`src/rtl/s1_fetch_sequencer_pkg.sv`:
```
// Shared encodings for the stage-1 fetch sequencer: redirect selects,
// memory region tags, the NOP used on faulting fetches and FSM states.
// Pure declarations; no latency or flow control of its own.
package s1_fetch_sequencer_pkg;

  // Stage-3 redirect select encodings
  localparam logic [1:0] PC_SEL_SEQ     = 2'd0;
  localparam logic [1:0] PC_SEL_REDIR   = 2'd1;
  localparam logic [1:0] PC_SEL_RSVD    = 2'd2;
  localparam logic [1:0] PC_SEL_RESTART = 2'd3;

  // addi x0, x0, 0
  localparam logic [31:0] NOP_INST = 32'h0000_0013;

  // Address-space regions, decoded from addr[31:28]
  localparam logic [3:0] REGION_BIOS = 4'h4;
  localparam logic [3:0] REGION_IMEM = 4'h1;

  typedef enum logic [1:0] {
    FS_BOOT  = 2'd0,
    FS_RUN   = 2'd1,
    FS_FLUSH = 2'd2
  } fetch_state_e;

  // True when the select moves the PC off the sequential stream
  function automatic logic is_redirect(input logic [1:0] sel);
    return (sel == PC_SEL_REDIR) || (sel == PC_SEL_RESTART);
  endfunction

  // True when an address lies in a fetchable region
  function automatic logic in_fetch_region(input logic [31:0] addr);
    return (addr[31:28] == REGION_BIOS) || (addr[31:28] == REGION_IMEM);
  endfunction

endpackage

```
`src/rtl/fetch_perf_counters.sv`:
```
// Fetch performance counters: useful fetches and bubble cycles, saturating.
// Latency: counts reflect the previous cycle's activity (one register stage).
// Backpressure: none; samples status every cycle, stall only gates fetch_cnt.
// Only built when FETCH_PERF_EN is defined; otherwise this file is empty so
// the default build carries no orphan module.
`ifdef FETCH_PERF_EN
module fetch_perf_counters (
  input  logic        clk,
  input  logic        rst,
  input  logic        perf_clr,
  input  logic        inst_valid,
  input  logic        stall,
  output logic [31:0] fetch_cnt,
  output logic [31:0] bubble_cnt
);

  // Count valid instructions that actually advance into stage 2
  always_ff @(posedge clk) begin
    if (rst || perf_clr) begin
      fetch_cnt <= 32'd0;
    end else if (inst_valid && !stall && (fetch_cnt != 32'hFFFF_FFFF)) begin
      fetch_cnt <= fetch_cnt + 32'd1;
    end
  end

  // Count cycles where stage 1 holds no correct-path instruction
  always_ff @(posedge clk) begin
    if (rst || perf_clr) begin
      bubble_cnt <= 32'd0;
    end else if (!inst_valid && (bubble_cnt != 32'hFFFF_FFFF)) begin
      bubble_cnt <= bubble_cnt + 32'd1;
    end
  end

endmodule
`endif

```
`src/rtl/s1_fetch_sequencer.sv`:
```
// Fetch sequencer: owns the PC, addresses BIOS/IMEM, steers the returned word
// into stage 1 and kills wrong-path slots on stage-3 redirects.
// Latency: one cycle from fetch_addr to inst_s1 (synchronous-read memories).
// Backpressure: stall freezes the PC and re-reads the same address so stage-1
// outputs stay stable; a redirect overrides stall.
// Optional: FETCH_PERF_EN adds perf_clr/perf_fetch_cnt/perf_bubble_cnt.
module s1_fetch_sequencer
  import s1_fetch_sequencer_pkg::*;
#(
  parameter logic [31:0] RESET_PC     = 32'h4000_0000,
  parameter int unsigned BOOT_BUBBLES = 1
) (
  input  logic        clk,
  input  logic        rst,
  input  logic [1:0]  pc_sel_s3,
  input  logic [31:0] target_s3,
  input  logic        stall,
  input  logic [31:0] bios_dout,
  input  logic [31:0] imem_dout,
  output logic [31:0] fetch_addr,
  output logic        bios_en,
  output logic        imem_en,
  output logic [31:0] pc_s1,
  output logic [31:0] inst_s1,
  output logic        inst_valid_s1,
  output logic        flush_s2,
  output logic        fetch_fault
`ifdef FETCH_PERF_EN
  ,
  input  logic        perf_clr,
  output logic [31:0] perf_fetch_cnt,
  output logic [31:0] perf_bubble_cnt
`endif
);

  // Last value of the boot counter before leaving BOOT
  localparam logic [2:0] BOOT_LAST = 3'(BOOT_BUBBLES - 1);

  logic [31:0]  pc_q;
  logic [2:0]   boot_cnt_q;
  fetch_state_e state_q, state_d;
  logic [1:0]   sel_eff;
  logic         redirect;
  logic [31:0]  target_aligned;
  logic         unused_target_lsb;

  // Misaligned target bits are dropped; keep them referenced for lint
  assign target_aligned    = {target_s3[31:2], 2'b00};
  assign unused_target_lsb = ^target_s3[1:0];

  // Stage 3 holds nothing valid during boot, so its select is ignored there
  always_comb begin
    sel_eff  = (state_q == FS_BOOT) ? PC_SEL_SEQ : pc_sel_s3;
    redirect = is_redirect(sel_eff);
  end

  // Next-PC selection: reset, restart, redirect, stall hold, then sequential
  always_comb begin
    fetch_addr = 32'(pc_q + 32'd4);
    if (rst) begin
      fetch_addr = RESET_PC;
    end else if (sel_eff == PC_SEL_RESTART) begin
      fetch_addr = RESET_PC;
    end else if (sel_eff == PC_SEL_REDIR) begin
      fetch_addr = target_aligned;
    end else if (stall) begin
      fetch_addr = pc_q;
    end
  end

  // Region-decoded read enables; a held PC keeps re-reading the same word
  assign bios_en = (fetch_addr[31:28] == REGION_BIOS);
  assign imem_en = (fetch_addr[31:28] == REGION_IMEM);

  // PC register tracks whatever address was just presented to memory
  always_ff @(posedge clk) begin
    if (rst) begin
      pc_q <= RESET_PC;
    end else begin
      pc_q <= fetch_addr;
    end
  end

  // FSM state and boot-bubble counter
  always_ff @(posedge clk) begin
    if (rst) begin
      state_q    <= FS_BOOT;
      boot_cnt_q <= 3'd0;
    end else begin
      state_q <= state_d;
      if (state_q == FS_BOOT) begin
        boot_cnt_q <= boot_cnt_q + 3'd1;
      end
    end
  end

  // Next state plus valid/flush outputs for the word currently in stage 1
  always_comb begin
    state_d       = state_q;
    inst_valid_s1 = 1'b0;
    flush_s2      = 1'b0;
    case (state_q)
      FS_BOOT: begin
        if (boot_cnt_q == BOOT_LAST) begin
          state_d = FS_RUN;
        end
      end
      FS_RUN, FS_FLUSH: begin
        flush_s2      = redirect;
        inst_valid_s1 = !redirect && !fetch_fault;
        state_d       = redirect ? FS_FLUSH : FS_RUN;
      end
      default: begin
        state_d = FS_BOOT;
      end
    endcase
  end

  // Steer the memory that owns pc_q; anything else is a fault fed a NOP
  always_comb begin
    pc_s1       = pc_q;
    fetch_fault = !in_fetch_region(pc_q);
    inst_s1     = NOP_INST;
    if (pc_q[31:28] == REGION_BIOS) begin
      inst_s1 = bios_dout;
    end else if (pc_q[31:28] == REGION_IMEM) begin
      inst_s1 = imem_dout;
    end
  end

`ifdef FETCH_PERF_EN
  fetch_perf_counters u_perf (
    .clk        (clk),
    .rst        (rst),
    .perf_clr   (perf_clr),
    .inst_valid (inst_valid_s1),
    .stall      (stall),
    .fetch_cnt  (perf_fetch_cnt),
    .bubble_cnt (perf_bubble_cnt)
  );
`endif

endmodule

```
`config.mk`:
```
export PLATFORM = sky130hd
export DESIGN_NAME = s1_fetch_sequencer
export DESIGN_NICKNAME = d
export VERILOG_FILES = /design/src/rtl/s1_fetch_sequencer_pkg.sv /design/src/rtl/fetch_perf_counters.sv /design/src/rtl/s1_fetch_sequencer.sv
export SDC_FILE = /design/constraint.sdc
export NUM_CORES = 1
export LEC_CHECK = 0
export BUFFER_PORTS_ARGS = -buffer_cell sky130_fd_sc_hd__buf_2
export CAP_MARGIN = 20
export CORE_UTILIZATION = 32
export CTS_CLUSTER_DIAMETER = 40
export DETAILED_ROUTE_END_ITERATION = 10
export PLACE_DENSITY = 0.66
export SLEW_MARGIN = 20
export SYNTH_ARGS = -nofsm -noshare
export SYNTH_HDL_FRONTEND = slang
export SYNTH_SLANG_ARGS = --single-unit
```
`constraint.sdc`:
```
create_clock -name clk -period 4.21 [get_ports clk]
set_clock_uncertainty 0.2 [all_clocks]
set_input_delay 0.842 -clock clk [delete_from_list [all_inputs] [get_ports clk]]
set_output_delay 0.842 -clock clk [all_outputs]
set_load 0.005 [all_outputs]
```
==> results.py <==
metrics = {
    "sta": {
        "fin_setup_tns_ps": 0,
        "fmax_mhz": 268,
        "worst_pin_slew_ps": 570,
        "rsz0062_at_grt": "false",
        "hold_viol": 0,
        "fin_crit_ps": 3730,
        "post-route-period-util_pct": 88.5,
        "relSlewSlack_pct": 61.7,
        "slew_viol_final": 0,
        "setup_violations": 0,
    },
    "synthesis": {
        "syn_area_mm2": 0.00262,
        "yosysTopAreaCell": "dfxtp_1",
        "synth.avg_cell_area_um2": 8.07,
        "synth_edf_count": 0,
        "async_flop_share_pct": 0,
        "syn_inst": 325,
        "ys.flop_type": "dfxtp_1",
        "ys_types": 41,
        "yosys_warnings": 0,
        "synth_area_leaders": "dfxtp_1, a211oi_1, a22o_1, nor2_1, xor2_1",
        "synth-seq-cells": 37,
        "syn_nets": 431,
        "ys_seq_area_share_pct": 28.2,
        "synthDominantCellAreaShare_pct": 28.2,
    },
    "finish": {
        "fillers": 839,
        "area.sequential_um2": 741,
        "multi_input_area_mm2": 0.00177,
        "antenna_cells": 0,
        "fin_cells": 619,
        "syn2layout_area_growth_pct": 45.4,
        "drive_gt1_share_pct": 43.9,
        "nets": 622,
    },
    "clock_network": {
        "clk_pin_slew_ps": 80,
        "tritoncts": "built",
        "clk_latency_ps": 290,
        "clockBufferDepth": 2,
        "cts.htree.levels": 2,
        "cts_resized": 0,
        "cts_root_buffer": "clkbuf_8",
        "cts.sinks": 37,
        "cts_buffers": 5,
        "post_cts_buffers": 0,
        "ctsHoldBuffers": 0,
    },
    "power": {
        "p_leak_nw": 1.87,
        "power.density_mw_per_mm2": 368,
        "ir_drop_mv": 0.174,
    },
    "grt": {
        "grt_pass1_wl_um": 14100,
        "overflow": 0,
        "antenna_found_initial": 0,
        "grt_pass1_vias": 2797,
        "grt_max_degree": 47,
        "grt_usage_pct": 20.7,
    },
    "run": {
        "max-cap-violations": 0,
    },
    "worst_setup_path": {
        "crit_arrival_ps": 2680,
        "crit_type": "reg -> out",
        "worstPathMaxFanout": 31,
        "startpoint_type": "flip-flop",
        "cp-end-kind": "output port",
        "required_ps": 3170,
    },
    "route": {
        "wl_per_cell_um": 14.8,
        "drt_iter0_markers": 131,
        "vias_per_cell": 5.13,
        "ant_nets": 0,
        "finalWirelength_um": 9150,
        "drc": 0,
        "firstDrtPassIters": 4,
        "num_vias": 3176,
    },
    "floorplanning": {
        "die_area_mm2": 0.00857,
        "core_area_mm2": 0.00785,
        "ioPinCount": 202,
        "die_x_um": 92.6,
        "start_util_pct": 33.4,
        "die_h_um": 92.6,
        "num_rows": 32,
    },
    "worst_hold_path": {
        "hold_class": "reg -> reg",
    },
    "placed_design": {
        "hpwl_um": 7360,
        "port_buffers": 199,
        "dpl.cell_count": 611,
        "place_congestion": 0.792,
    },
    "status": {
        "status": "finished, final reports clean",
    },
}
[through the flow]
stage / hold slack, ps / util (%) / setup slack, ps / instance area (um^2) / total power, mW
floorplan: 269 / - / 1050 / 2620 / 0.867
global placement: 253 / 47.5 / 602 / 3730 / 1.15
detailed placement: 262 / 47.5 / 551 / 3730 / 1.16
CTS: 287 / 48.6 / 493 / 3810 / 1.42
global route: 301 / 48.6 / 267 / 3810 / 1.51
finish: 279 / 48.6 / 483 / 3810 / 1.40
[worst paths after layout]
| kind | from | to | slack [ps] | depth (start not counted) |
|---|---|---|---|---|
| worst max-delay path | state_q[0] | imem_en | 480 | 9 |
| worst min-delay path | pc_s1[0] | pc_s1[0] | 280 | 1 |
| worst max register to register | state_q[0] | pc_s1[30] | 1790 | 8 |
| worst min register to register | pc_s1[0] | pc_s1[0] | 280 | 1 |
[state kept, by name, summed over array words and instances, names as in the netlist]
name        flops
pc_s1          32
boot_cnt_q      3
state_q         2
[cell usage after synthesis, types with 5 or more instances]
master and number:
a211oi_1 42, a21oi_1 13, a22o_1 29, and2_1 7, and3_1 5, buf_1 6, clkbuf_1 12, dfxtp_1 37
ha_1 5, inv_1 11, nand2_1 14, nand3_1 10, nand4_1 11, nor2_1 40, nor3_1 8, o21ai_0 5
xnor2_1 12, xor2_1 17
[cell usage in the layout, fill, tap and decap left out, types with 4 or more instances in the layout]
cell        n
xor2_1     17
o21ai_0     5
buf_2     199
clkbuf_8    5
inv_1      11
buf_4       7
nor3_1      8
dfxtp_1    37
nand2_1    14
nor2_1     40
nand3_1    10
a21oi_1    13
xnor2_1    12
ha_1        5
a211oi_1   42
nand4_1    11
and3_1      5
and2_1      7
a22o_1     29
nand3b_1    4
[power breakdown]
part | switching (mW) | internal (mW) | leakage [nW]
Combinational | 0.333 | 0.331 | 1.52
Sequential | 0.0828 | 0.409 | 0.302
Clock | 0.134 | 0.114 | 0.0439
Total | 0.550 | 0.854 | 1.87
[per-layer routing]
layer | vias up | track usage [%] | routed length, um
met5 | - | 0 | 0
li1 | 1597 | - | -
met3 | 6 | 3.45 | 525
met4 | 0 | 5.08 | 100
met2 | 92 | 30.2 | 4050
met1 | 1481 | 31.0 | 4480
[kinds of logic (layout without fill, tap and decap cells)]
kind of cell | Yosys count | in the layout | share of synthesized area (%)
simple gates | 120 | 120 | 25.8
fa+ha+maj | 5 | 5 | 2.38
buf+inv | 33 | 225 | 4.91
flops | 37 | 37 | 28.2
mux | 3 | 3 | 1.14
xor+xnor | 29 | 29 | 9.68
compound gates | 98 | 98 | 27.8
[worst max-delay path: stages, from the launching register on]
cell and delay, ps:
dfxtp_1 370, inv_1 60, ha_1 290, nor2b_1 450
nand2b_2 160, buf_4 250, nor3_1 240, a21o_1 220
and3_1 210, buf_2 130
[cell type report]
class	instances	share of cell area (%)
clock inverters	3	0.459
well taps	102	3.35
inverters	11	1.08
clock buffers	5	1.80
multi-input cells	255	46.4
flip-flops and latches	37	19.4
repair buffers	206	27.5
Power figures use the tool's default switching activity.
